--- src/rtl/linemem_arbiter_if.sv ---
// Bundle of requester-side and memory-side signals of the line memory arbiter.
// Handshake: a requester raises req with a stable payload and keeps both
// unchanged until it sees gnt high in the same cycle; gnt is the acceptance
// strobe, and each gnt is answered by exactly one rvalid pulse one cycle later
// (two cycles later for sub-word writes). There is no back-pressure on rvalid.
interface linemem_arbiter_if #(
    parameter int ADDR_W = 14,
    parameter int DATA_W = 32
);
    // fetch port (read only)
    logic                  if_req;
    logic [ADDR_W-1:0]     if_addr;
    logic                  if_gnt;
    logic                  if_rvalid;
    logic [DATA_W-1:0]     if_rdata;

    // data port (read/write with byte enables)
    logic                  d_req;
    logic                  d_we;
    logic [DATA_W/8-1:0]   d_be;
    logic [ADDR_W-1:0]     d_addr;
    logic [DATA_W-1:0]     d_wdata;
    logic                  d_gnt;
    logic                  d_rvalid;
    logic [DATA_W-1:0]     d_rdata;

    // single-port line memory
    logic                  mem_en;
    logic                  mem_we;
    logic [ADDR_W-1:0]     mem_addr;
    logic [DATA_W-1:0]     mem_wdata;
    logic [DATA_W-1:0]     mem_rdata;

    // arbiter side
    modport slave (
        input  if_req, if_addr, d_req, d_we, d_be, d_addr, d_wdata, mem_rdata,
        output if_gnt, if_rvalid, if_rdata, d_gnt, d_rvalid, d_rdata,
        output mem_en, mem_we, mem_addr, mem_wdata
    );

    // requesters plus memory (environment side)
    modport master (
        output if_req, if_addr, d_req, d_we, d_be, d_addr, d_wdata, mem_rdata,
        input  if_gnt, if_rvalid, if_rdata, d_gnt, d_rvalid, d_rdata,
        input  mem_en, mem_we, mem_addr, mem_wdata
    );
endinterface

--- src/rtl/linemem_arbiter.sv ---
// Arbiter sharing one single-port line memory between a fetch read port and a
// read/write data port. Data port has priority, bounded by a streak counter so
// fetch is served after MAX_STREAK consecutive data grants. Sub-word writes
// are done as read (grant cycle) + merged write (S_RMW cycle).
module linemem_arbiter #(
    parameter int ADDR_W     = 14,
    parameter int DATA_W     = 32,
    parameter int MAX_STREAK = 4,
    localparam int STREAK_W  = $clog2(MAX_STREAK + 1),
    localparam int BE_W      = DATA_W / 8
) (
    input  logic                clk,
    input  logic                rst,
    linemem_arbiter_if.slave    bus,
    output logic [1:0]          dbg_state_o,
    output logic [STREAK_W-1:0] dbg_streak_o
);

    typedef enum logic [1:0] {
        S_ARB = 2'd0,
        S_RMW = 2'd1
    } state_t;

    localparam logic [STREAK_W-1:0] STREAK_MAX = STREAK_W'(MAX_STREAK);

    state_t              state_q, state_d;
    logic [STREAK_W-1:0] streak_q, streak_d;

    // latched sub-word write, consumed in S_RMW
    logic [ADDR_W-1:0]   rmw_addr_q;
    logic [BE_W-1:0]     rmw_be_q;
    logic [DATA_W-1:0]   rmw_wdata_q;

    // memory bus values held across idle cycles
    logic [ADDR_W-1:0]   addr_hold_q;
    logic [DATA_W-1:0]   wdata_hold_q;

    // response pipeline
    logic                if_rvalid_q;
    logic                d_rvalid_q;
    logic                d_is_read_q;

    // grant decision and operation classification
    logic                in_arb;
    logic                fetch_win;
    logic                if_gnt_w;
    logic                d_gnt_w;
    logic                be_full;
    logic                be_zero;
    logic                d_single;
    logic                d_skip;
    logic                d_rmw_start;
    logic                rmw_write;
    logic [DATA_W-1:0]   merged_w;
    logic                mem_en_w;
    logic                mem_we_w;
    logic [ADDR_W-1:0]   mem_addr_w;
    logic [DATA_W-1:0]   mem_wdata_w;

    // Grants are only possible in S_ARB and never while reset is asserted.
    assign in_arb    = (state_q == S_ARB) && !rst;
    assign fetch_win = bus.if_req && (!bus.d_req || (streak_q == STREAK_MAX));
    assign if_gnt_w  = in_arb && fetch_win;
    assign d_gnt_w   = in_arb && bus.d_req && !fetch_win;

    assign be_full     = &bus.d_be;
    assign be_zero     = ~|bus.d_be;
    assign d_single    = d_gnt_w && (!bus.d_we || be_full);
    assign d_skip      = d_gnt_w && bus.d_we && be_zero;
    assign d_rmw_start = d_gnt_w && bus.d_we && !be_full && !be_zero;
    assign rmw_write   = (state_q == S_RMW) && !rst;

    // Byte merge of latched write data over the word read in the grant cycle.
    always_comb begin
        merged_w = bus.mem_rdata;
        for (int i = 0; i < BE_W; i++) begin
            if (rmw_be_q[i]) begin
                merged_w[i*8 +: 8] = rmw_wdata_q[i*8 +: 8];
            end
        end
    end

    // Memory command: driven from the grant decision, held when idle.
    always_comb begin
        mem_en_w    = if_gnt_w || d_single || d_rmw_start || rmw_write;
        mem_we_w    = (d_single && bus.d_we) || rmw_write;
        mem_addr_w  = addr_hold_q;
        mem_wdata_w = wdata_hold_q;
        if (if_gnt_w) begin
            mem_addr_w = bus.if_addr;
        end else if (d_single || d_rmw_start) begin
            mem_addr_w = bus.d_addr;
        end else if (rmw_write) begin
            mem_addr_w = rmw_addr_q;
        end
        if (d_single) begin
            mem_wdata_w = bus.d_wdata;
        end else if (rmw_write) begin
            mem_wdata_w = merged_w;
        end
    end

    // Next state and streak; S_RMW leaves the streak untouched.
    always_comb begin
        state_d  = state_q;
        streak_d = streak_q;
        case (state_q)
            S_ARB: begin
                if (d_rmw_start) begin
                    state_d = S_RMW;
                end
                if (!bus.if_req || if_gnt_w) begin
                    streak_d = '0;
                end else if (d_gnt_w && (streak_q != STREAK_MAX)) begin
                    streak_d = streak_q + 1'b1;
                end
            end
            S_RMW: begin
                state_d = S_ARB;
            end
            default: begin
                state_d  = S_ARB;
                streak_d = '0;
            end
        endcase
    end

    // FSM, latches, bus hold registers and registered response strobes.
    always_ff @(posedge clk or posedge rst) begin
        if (rst) begin
            state_q      <= S_ARB;
            streak_q     <= '0;
            rmw_addr_q   <= '0;
            rmw_be_q     <= '0;
            rmw_wdata_q  <= '0;
            addr_hold_q  <= '0;
            wdata_hold_q <= '0;
            if_rvalid_q  <= 1'b0;
            d_rvalid_q   <= 1'b0;
            d_is_read_q  <= 1'b0;
        end else begin
            state_q  <= state_d;
            streak_q <= streak_d;
            if (d_rmw_start) begin
                rmw_addr_q  <= bus.d_addr;
                rmw_be_q    <= bus.d_be;
                rmw_wdata_q <= bus.d_wdata;
            end
            if (mem_en_w) begin
                addr_hold_q <= mem_addr_w;
            end
            if (d_single || rmw_write) begin
                wdata_hold_q <= mem_wdata_w;
            end
            if_rvalid_q <= if_gnt_w;
            d_rvalid_q  <= d_single || d_skip || rmw_write;
            d_is_read_q <= d_single && !bus.d_we;
        end
    end

    assign bus.if_gnt    = if_gnt_w;
    assign bus.d_gnt     = d_gnt_w;
    assign bus.mem_en    = mem_en_w;
    assign bus.mem_we    = mem_we_w;
    assign bus.mem_addr  = mem_addr_w;
    assign bus.mem_wdata = mem_wdata_w;
    assign bus.if_rvalid = if_rvalid_q;
    assign bus.if_rdata  = if_rvalid_q ? bus.mem_rdata : '0;
    assign bus.d_rvalid  = d_rvalid_q;
    assign bus.d_rdata   = (d_rvalid_q && d_is_read_q) ? bus.mem_rdata : '0;

    assign dbg_state_o  = state_q;
    assign dbg_streak_o = streak_q;

endmodule

--- src/flat_wrapper.sv ---
// flat-port wrapper written by rule: the top's interface ports become plain ports
module linemem_arbiter_flat 
#(
    parameter int ADDR_W     = 14,
    parameter int DATA_W     = 32,
    parameter int MAX_STREAK = 4,
    localparam int STREAK_W  = $clog2(MAX_STREAK + 1),
    localparam int BE_W      = DATA_W / 8
)
  (clk, rst, dbg_state_o, dbg_streak_o, bus_if_req, bus_if_addr, bus_d_req, bus_d_we, bus_d_be, bus_d_addr, bus_d_wdata, bus_mem_rdata, bus_if_gnt, bus_if_rvalid, bus_if_rdata, bus_d_gnt, bus_d_rvalid, bus_d_rdata, bus_mem_en, bus_mem_we, bus_mem_addr, bus_mem_wdata);
  linemem_arbiter_if #(.ADDR_W(ADDR_W), .DATA_W(DATA_W)) bus_i ();
  input  logic clk;
  input  logic rst;
  output logic [1:0] dbg_state_o;
  output logic [STREAK_W-1:0] dbg_streak_o;
  input wire logic [$bits(bus_i.if_req)-1:0] bus_if_req;
  input wire logic [$bits(bus_i.if_addr)-1:0] bus_if_addr;
  input wire logic [$bits(bus_i.d_req)-1:0] bus_d_req;
  input wire logic [$bits(bus_i.d_we)-1:0] bus_d_we;
  input wire logic [$bits(bus_i.d_be)-1:0] bus_d_be;
  input wire logic [$bits(bus_i.d_addr)-1:0] bus_d_addr;
  input wire logic [$bits(bus_i.d_wdata)-1:0] bus_d_wdata;
  input wire logic [$bits(bus_i.mem_rdata)-1:0] bus_mem_rdata;
  output wire logic [$bits(bus_i.if_gnt)-1:0] bus_if_gnt;
  output wire logic [$bits(bus_i.if_rvalid)-1:0] bus_if_rvalid;
  output wire logic [$bits(bus_i.if_rdata)-1:0] bus_if_rdata;
  output wire logic [$bits(bus_i.d_gnt)-1:0] bus_d_gnt;
  output wire logic [$bits(bus_i.d_rvalid)-1:0] bus_d_rvalid;
  output wire logic [$bits(bus_i.d_rdata)-1:0] bus_d_rdata;
  output wire logic [$bits(bus_i.mem_en)-1:0] bus_mem_en;
  output wire logic [$bits(bus_i.mem_we)-1:0] bus_mem_we;
  output wire logic [$bits(bus_i.mem_addr)-1:0] bus_mem_addr;
  output wire logic [$bits(bus_i.mem_wdata)-1:0] bus_mem_wdata;
  assign bus_i.if_req = bus_if_req;
  assign bus_i.if_addr = bus_if_addr;
  assign bus_i.d_req = bus_d_req;
  assign bus_i.d_we = bus_d_we;
  assign bus_i.d_be = bus_d_be;
  assign bus_i.d_addr = bus_d_addr;
  assign bus_i.d_wdata = bus_d_wdata;
  assign bus_i.mem_rdata = bus_mem_rdata;
  assign bus_if_gnt = bus_i.if_gnt;
  assign bus_if_rvalid = bus_i.if_rvalid;
  assign bus_if_rdata = bus_i.if_rdata;
  assign bus_d_gnt = bus_i.d_gnt;
  assign bus_d_rvalid = bus_i.d_rvalid;
  assign bus_d_rdata = bus_i.d_rdata;
  assign bus_mem_en = bus_i.mem_en;
  assign bus_mem_we = bus_i.mem_we;
  assign bus_mem_addr = bus_i.mem_addr;
  assign bus_mem_wdata = bus_i.mem_wdata;
  linemem_arbiter #(.ADDR_W(ADDR_W), .DATA_W(DATA_W), .MAX_STREAK(MAX_STREAK)) u_core (.clk(clk), .rst(rst), .bus(bus_i), .dbg_state_o(dbg_state_o), .dbg_streak_o(dbg_streak_o));
endmodule
--- config.mk ---
export PLATFORM = sky130hd
export DESIGN_NAME = linemem_arbiter_flat
export DESIGN_NICKNAME = d
export VERILOG_FILES = /design/src/rtl/linemem_arbiter_if.sv /design/src/rtl/linemem_arbiter.sv /design/src/flat_wrapper.sv
export SDC_FILE = /design/constraint.sdc
export NUM_CORES = 1
export LEC_CHECK = 0
export ABC_AREA = 1
export BUFFER_PORTS_ARGS = -buffer_cell sky130_fd_sc_hd__buf_2
export CAP_MARGIN = 15
export CORE_MARGIN = 8
export CORE_UTILIZATION = 49
export CTS_CLUSTER_SIZE = 40
export DETAILED_ROUTE_END_ITERATION = 6
export GPL_ROUTABILITY_DRIVEN = 0
export PLACE_DENSITY_LB_ADDON = 0.3
export SETUP_SLACK_MARGIN = 0.2
export SYNTH_ARGS = -nofsm -noshare
export SYNTH_HDL_FRONTEND = slang
export SYNTH_SLANG_ARGS = --single-unit
--- constraint.sdc ---
create_clock -name clk -period 5.15 [get_ports clk]
set_clock_uncertainty 0.15 [all_clocks]
set_input_delay 1.03 -clock clk [delete_from_list [all_inputs] [get_ports clk]]
set_output_delay 1.03 -clock clk [all_outputs]
set_load 0.01 [all_outputs]
==> out/summary.txt, run 1 <==
Hold Startpoint = u_core.wdata_hold_q[9]
R2R Path End = u_core.rmw_wdata_q[29]
CP max FO = 46
CP Launch Type = primary input
FMAX = 231 MHz
Register-to-Register Path Depth = 9
Worst vdd ir = 0.217 mV
Synth Warn # = 0
Clk slew on worst S/H paths = 0.07 ns
Max cap viols = 0
HPWL Detailed = 11.6 mm
1st-iter DRT viols = 317
FILL cells = 1042
Slowest cell on the critical path = buf_4
Routed wire length = 16.2 mm
P_leak = 4.42 nW
Clk sinks = 103
Drt pass-1 iters = 5
Critical setup path kind = primary input to primary output
CTS H-tree lvls = 3
Worst Hold Class = flop to flop
Post-Synthesis Cell Area = 5580 µm²
Via density per instance = 4.94
Wire per inst = 14.2 µm
Avg Inst Size Synth = 7.04 µm²
Post-synth ARST share = 1.00
GR Util All Layers = 0.212
RSZ-0062 raised after global routing = false
Worst r2r src = u_core.dbg_streak_o[0]
Sequential fraction of the synthesis area = 0.462
Grt total ovfl = 0
Final Cycle Share = 0.841
Crit path largest cell delay = 0.48 ns
CP Depth = 10
First-pass GRT wire length = 25.8 mm
Most used routing layer = met2
Ports = 222
TritonCTS buffer count = 9
Critical Path Sink = bus_mem_addr[6]
Full die area = 15100 µm²
CORE AREA = 11300 µm²
Setup_tns = 0 ns
Layout area overhead = 26.9%
Crit path DAT = 3.15 ns
Crit path buffers/inverters = 5
M1 GR Usage = 0.262
Cell taking the most area after synthesis = dfrtp_1
WP data required = 3.97 ns
CTS max path bufs = 2
Cells after Synth = 792
Clock Tree Root = clkbuf_16
Die width = 123 µm
Antenna viol nets, final = 0
R2R setup slack = 1.94 ns
Vias in the first global route = 5412
Post-CTS resize count = 0
EDFF count, synth = 0
CTS tree = yes
Top cells by area, synth = dfrtp_1 (46%), nand2_1 (21%), nand3_1 (8.6%)
# nets final = 1094
Syn Nets = 895
Netlist cell types = 26
Largest net degree at the start of global routing = 71
Pwr dens = 339 nW/µm²
#FFs+latches synth = 103
Via count = 5624
IO Port Bufs = 220
Grt met3 use = 0.0469
Met2 Use GR = 0.368
Top cell type's share of synthesized area = 0.462
Initial antenna violation count = 2
Post-CTS setup buffer count = 0
Critical-path cell list = buf_2 -> inv_4 -> nand2_1 -> clkinv_1 -> buf_4 -> o21ai_0 -> nand3_1 -> nand3_1 -> nand2_1 -> buf_2
Cell Rows = 39
Delay-heaviest family, CP = buffers and inverters
Min Tclk post-route = 4.33 ns
Critical Path Source = rst
Power consumption = 2.40 mW
Antenna Cells = 0
Worst-Margin Slew = 0.882 ns
Rel. slew slack = 0.412
Final setup violation count = 0
Layout cells sized above 1 = 0.269
Initial core utilization = 0.495
Run status = finished clean
Pins over their slew limit = 0
Die Y = 123 µm
Crit. End Element = primary output
Hold Buf Count CTS = 0
DRC viols = 0
Synth Flop Type = dfrtp_1
Clock Latency Late Sink = 0.33 ns
Hold Vio Cnt, Final = 0
==> per-layer routing <==
metal,up-vias,share of wire
li1,2854,-
met1,2550,0.43
met2,197,0.48
met3,19,0.079
met4,4,0.013
met5,-,0.00099
==> power breakdown <==
group          total (mW)  leakage (nW)  internal [mW]  switching, mW
Sequential           1.06          1.28          0.983         0.0786
Clock               0.729         0.162          0.438          0.292
Combinational       0.608          2.98          0.238          0.370
Total                2.40          4.42           1.66          0.740
==> cell families (layout without fill, tap and decap cells) <==
kind of cell    after synthesis  after routing  share of synthesized area
buf+inv                     144            348                      0.105
simple gates                466            466                      0.345
compound gates               75             75                     0.0814
xor+xnor                      1              1                    0.00157
other cells                   1              1                   0.000672
flops                       103            103                      0.462
fa+ha+maj                     2              2                    0.00449
==> flip-flops by register name (all words and copies together), names as in the netlist, 3 cells and up <==
signal / count
u_core.wdata_hold_q: 32
u_core.dbg_streak_o: 3
u_core.addr_hold_q: 14
u_core.rmw_be_q: 4
u_core.rmw_wdata_q: 32
u_core.rmw_addr_q: 14
==> cells in the mapped netlist, types with 2 or more instances <==
cell type,count
nor2_1,40
clkbuf_1,20
buf_2,14
inv_2,3
o21ai_0,45
clkinv_1,2
buf_4,5
dfrtp_1,103
nand3_1,96
or2_2,14
o211ai_1,24
o21ai_1,3
ha_1,2
nand2_1,312
inv_1,98
==> final cells by class <==
| cell class | count | area, µm² | share of cell area |
|---|---|---|---|
| flip-flops and latches | 103 | 2580 | 0.364 |
| inverters | 103 | 389 | 0.0550 |
| clock inverters | 6 | 83.8 | 0.0118 |
| multi-input cells | 545 | 2410 | 0.341 |
| clock buffers | 10 | 239 | 0.0338 |
| repair buffers | 229 | 1200 | 0.169 |
| well taps | 143 | 179 | 0.0253 |
==> worst register-to-register path: stages, from the launching register on <==
cell and delay [ns]:
dfrtp_1 0.36, inv_1 0.07, ha_1 0.19, nand2_1 0.06, nand2_1 0.09, a21oi_4 0.20, nand3_2 0.64, buf_4 0.48
inv_2 0.61, o21ai_0 0.21
==> stage by stage <==
| step | utilization | instances | hold WS, ns | instance area, µm² | setup WS, ns |
|---|---|---|---|---|---|
| after floorplan | - | 792 | 0.296 | 5580 | 0.594 |
| after global routing | 0.628 | 1139 | 0.346 | 7080 | 0.506 |
| after detailed placement | 0.596 | 1121 | 0.316 | 6710 | 0.796 |
| final | 0.628 | 1139 | 0.330 | 7080 | 0.818 |
| after global placement | 0.596 | 1121 | 0.307 | 6710 | 0.881 |
| after CTS | 0.624 | 1137 | 0.331 | 7040 | 0.781 |
==> how the worst min path moves through the flow <==
stage / slack [ns] / to / cells past startpoint
2_1_floorplan: 0.30 / u_core.rmw_addr_q[0] / 2
3_3_place_gp: 0.31 / u_core.rmw_addr_q[5] / 2
3_5_place_dp: 0.32 / u_core.rmw_wdata_q[2] / 2
4_1_cts: 0.33 / u_core.wdata_hold_q[25] / 2
5_1_grt: 0.35 / u_core.rmw_wdata_q[0] / 2
6_report: 0.33 / u_core.wdata_hold_q[9] / 2
==> cell usage in the layout (no fill, tap or decap), types with 2 or more instances in the layout <==
| master | instances |
|---|---|
| nand2_1 | 312 |
| buf_2 | 220 |
| dfrtp_1 | 103 |
| inv_1 | 97 |
| nand3_1 | 96 |
| o21ai_0 | 45 |
| nor2_1 | 40 |
| o211ai_1 | 24 |
| or2_2 | 14 |
| clkbuf_16 | 9 |
| buf_4 | 7 |
| clkinv_1 | 3 |
| o21ai_1 | 3 |
| clkinv_2 | 3 |
| inv_2 | 2 |
| ha_1 | 2 |
| bufinv_16 | 2 |
Power figures use the tool's default switching activity.
==> run 2: changes to the inputs <==
CORE_UTILIZATION = 44   (was 49)
clock period = 3.6 ns   (was 5.15 ns; I/O delays follow)
==> out/summary.txt, run 2 (synthesis results as in run 1) <==
Pwr dens = 473 nW/µm² (+40%)
Hold Vio Cnt, Final = 0 (unchanged)
R2R setup slack = 0.89 ns (-1.05 ns)
GR Util All Layers = 0.199 (-0.0124)
Wire per inst = 14.0 µm (-1.6%)
Worst Hold Class = flop to flop
# nets final = 1100 (+0.55%)
Grt total ovfl = 0 (unchanged)
Crit. End Element = primary output
TritonCTS buffer count = 9 (unchanged)
HPWL Detailed = 12.4 mm (+6.9%)
Clk sinks = 103 (unchanged)
Final Util = 0.570 (-0.0580)
Metal3 WL = 1.20 mm (-6.5%)
Layout cells sized above 1 = 0.273 (+0.00438)
Clk slew on worst S/H paths = 0.07 ns (about the same)
CORE AREA = 12500 µm² (+11%)
Drt pass-1 iters = 5 (unchanged)
Die width = 129 µm (+4.8%)
Vias in the first global route = 5566 (+2.8%)
Sum of routed wire segments on met1 = 7.00 mm (+1.1%)
Via density per instance = 4.75 (-3.8%)
CTS tree = yes
DRC viols = 0 (unchanged)
Most frequent cells in the layout = nand2_1 (312), buf_2 (220), dfrtp_1 (103), inv_1 (97), nand3_1 (96)
Clock Tree Root = clkbuf_16
Worst Hold End = u_core.wdata_hold_q[21]
Top Registers = u_core.rmw_wdata_q x32, u_core.wdata_hold_q x32
Routed wire length = 16.4 mm (+1.5%)
Largest net degree at the start of global routing = 68 (-4.2%)
FMAX = 312 MHz
Hold Startpoint = u_core.wdata_hold_q[21]
Rel. slew slack = 0.444 (+0.0320)
Via count = 5584 (-0.71%)
Initial antenna violation count = 1 (-1)
Crit path DAT = 2.33 ns (-0.82 ns)
Antenna viol nets, final = 0 (unchanged)
Clock Latency Late Sink = 0.34 ns (about the same)
WHS Path Cells = 2 (unchanged)
Initial core utilization = 0.446 (-0.0492)
Final setup violation count = 0 (unchanged)
Ports = 222 (unchanged)
Post-CTS setup buffer count = 0 (unchanged)
Worst-Margin Slew = 0.834 ns (-0.0481 ns)
CP Launch Type = flop
WP data required = 2.73 ns (-1.24 ns)
Final Cycle Share = 0.890
FILL cells = 1247 (+20%)
Pins over their slew limit = 0 (unchanged)
R2R Path End = u_core.rmw_be_q[1]
Full die area = 16500 µm² (+9.8%)
Critical setup path kind = flop to primary output
CTS H-tree lvls = 3 (unchanged)
Register-to-Register Path Depth = 10 (+1)
CP max FO = 43 (-6.5%)
Met2 WL = 7.94 mm (+2.5%)
Most common cell after layout, fill and taps aside = nand2_1
IO Port Bufs = 220 (unchanged)
P_leak = 4.44 nW (+0.31%)
Setup_tns = 0 ns (unchanged)
Uppermost layer routed = met5
Worst vdd ir = 0.337 mV (+55%)
First-pass GRT wire length = 26.8 mm (+4.0%)
Min Tclk post-route = 3.20 ns
Cell Rows = 41 (+5.1%)
1st-iter DRT viols = 460 (+45%)
RSZ-0062 raised after global routing = true
Die Y = 129 µm (+4.8%)
CTS max path bufs = 2 (unchanged)
Layout area overhead = 28.0%
Run status = finished clean
Worst r2r src = u_core.dbg_streak_o[0]
Max cap viols = 0 (unchanged)
-- run 2: worst max-delay path by stage --
stage | slack, ns | from | endpoint
2_1_floorplan | 0.20 | rst | bus_mem_wdata[15]
3_3_place_gp | 0.35 | bus_d_be[2] | bus_mem_wdata[13]
3_5_place_dp | 0.33 | bus_d_be[2] | bus_mem_wdata[13]
4_1_cts | 0.24 | u_core.dbg_streak_o[0] | bus_mem_wdata[13]
5_1_grt | 0.20 | u_core.dbg_streak_o[0] | bus_mem_addr[13]
6_report | 0.40 | u_core.dbg_streak_o[0] | bus_mem_addr[10]
-- run 2: critical path, stage by stage, from the launching register on --
cell	delay [ns]
dfrtp_1	0.36
inv_1	0.07
ha_1	0.20
nand2_1	0.06
nand2_1	0.09
a21oi_4	0.21
nand3_2	0.30
buf_12	0.28
nand3_1	0.08
nand3_1	0.11
nand2_1	0.10
buf_2	0.13
-- run 2: through the flow --
| stage | cell area (µm²) | power (mW) | std cells | setup slack, ns | hold WS, ns |
|---|---|---|---|---|---|
| floorplan | 5580 | 2.07 | 792 | 0.205 | 0.296 |
| global placement | 6820 | 2.40 | 1158 | 0.347 | 0.308 |
| detailed placement | 6820 | 2.43 | 1158 | 0.335 | 0.314 |
| CTS | 7120 | 3.41 | 1174 | 0.235 | 0.331 |
| global route | 7130 | 3.61 | 1174 | 0.195 | 0.351 |
| finish | 7140 | 3.38 | 1175 | 0.396 | 0.328 |
-- run 2: cell type report --
cell class,instances,area (µm²),area share
inverters,103,392,0.0549
clock inverters,6,60.1,0.00842
multi-input cells,545,2420,0.339
flip-flops and latches,103,2580,0.361
repair buffers,235,1230,0.172
clock buffers,10,239,0.0335
diodes,1,2.50,0.000351
well taps,172,215,0.0302
-- run 2: repair_timing --
item	in CTS	in global routing
resized for setup	0	4
setup endpoints to repair	0	33
hold buffers	0	0
-- run 2: per-layer routing --
| metal | track usage | vias up |
|---|---|---|
| met5 | 0 | - |
| met4 | 0.0574 | 2 |
| met3 | 0.0405 | 20 |
| met2 | 0.348 | 191 |
| met1 | 0.245 | 2509 |
| li1 | - | 2862 |
-- run 2: report_power, final --
part / internal, mW / total (mW) / switching (mW)
combinational: 0.346 / 0.877 / 0.532
clock: 0.555 / 0.983 / 0.428
sequential: 1.41 / 1.52 / 0.111
total: 2.31 / 3.38 / 1.07
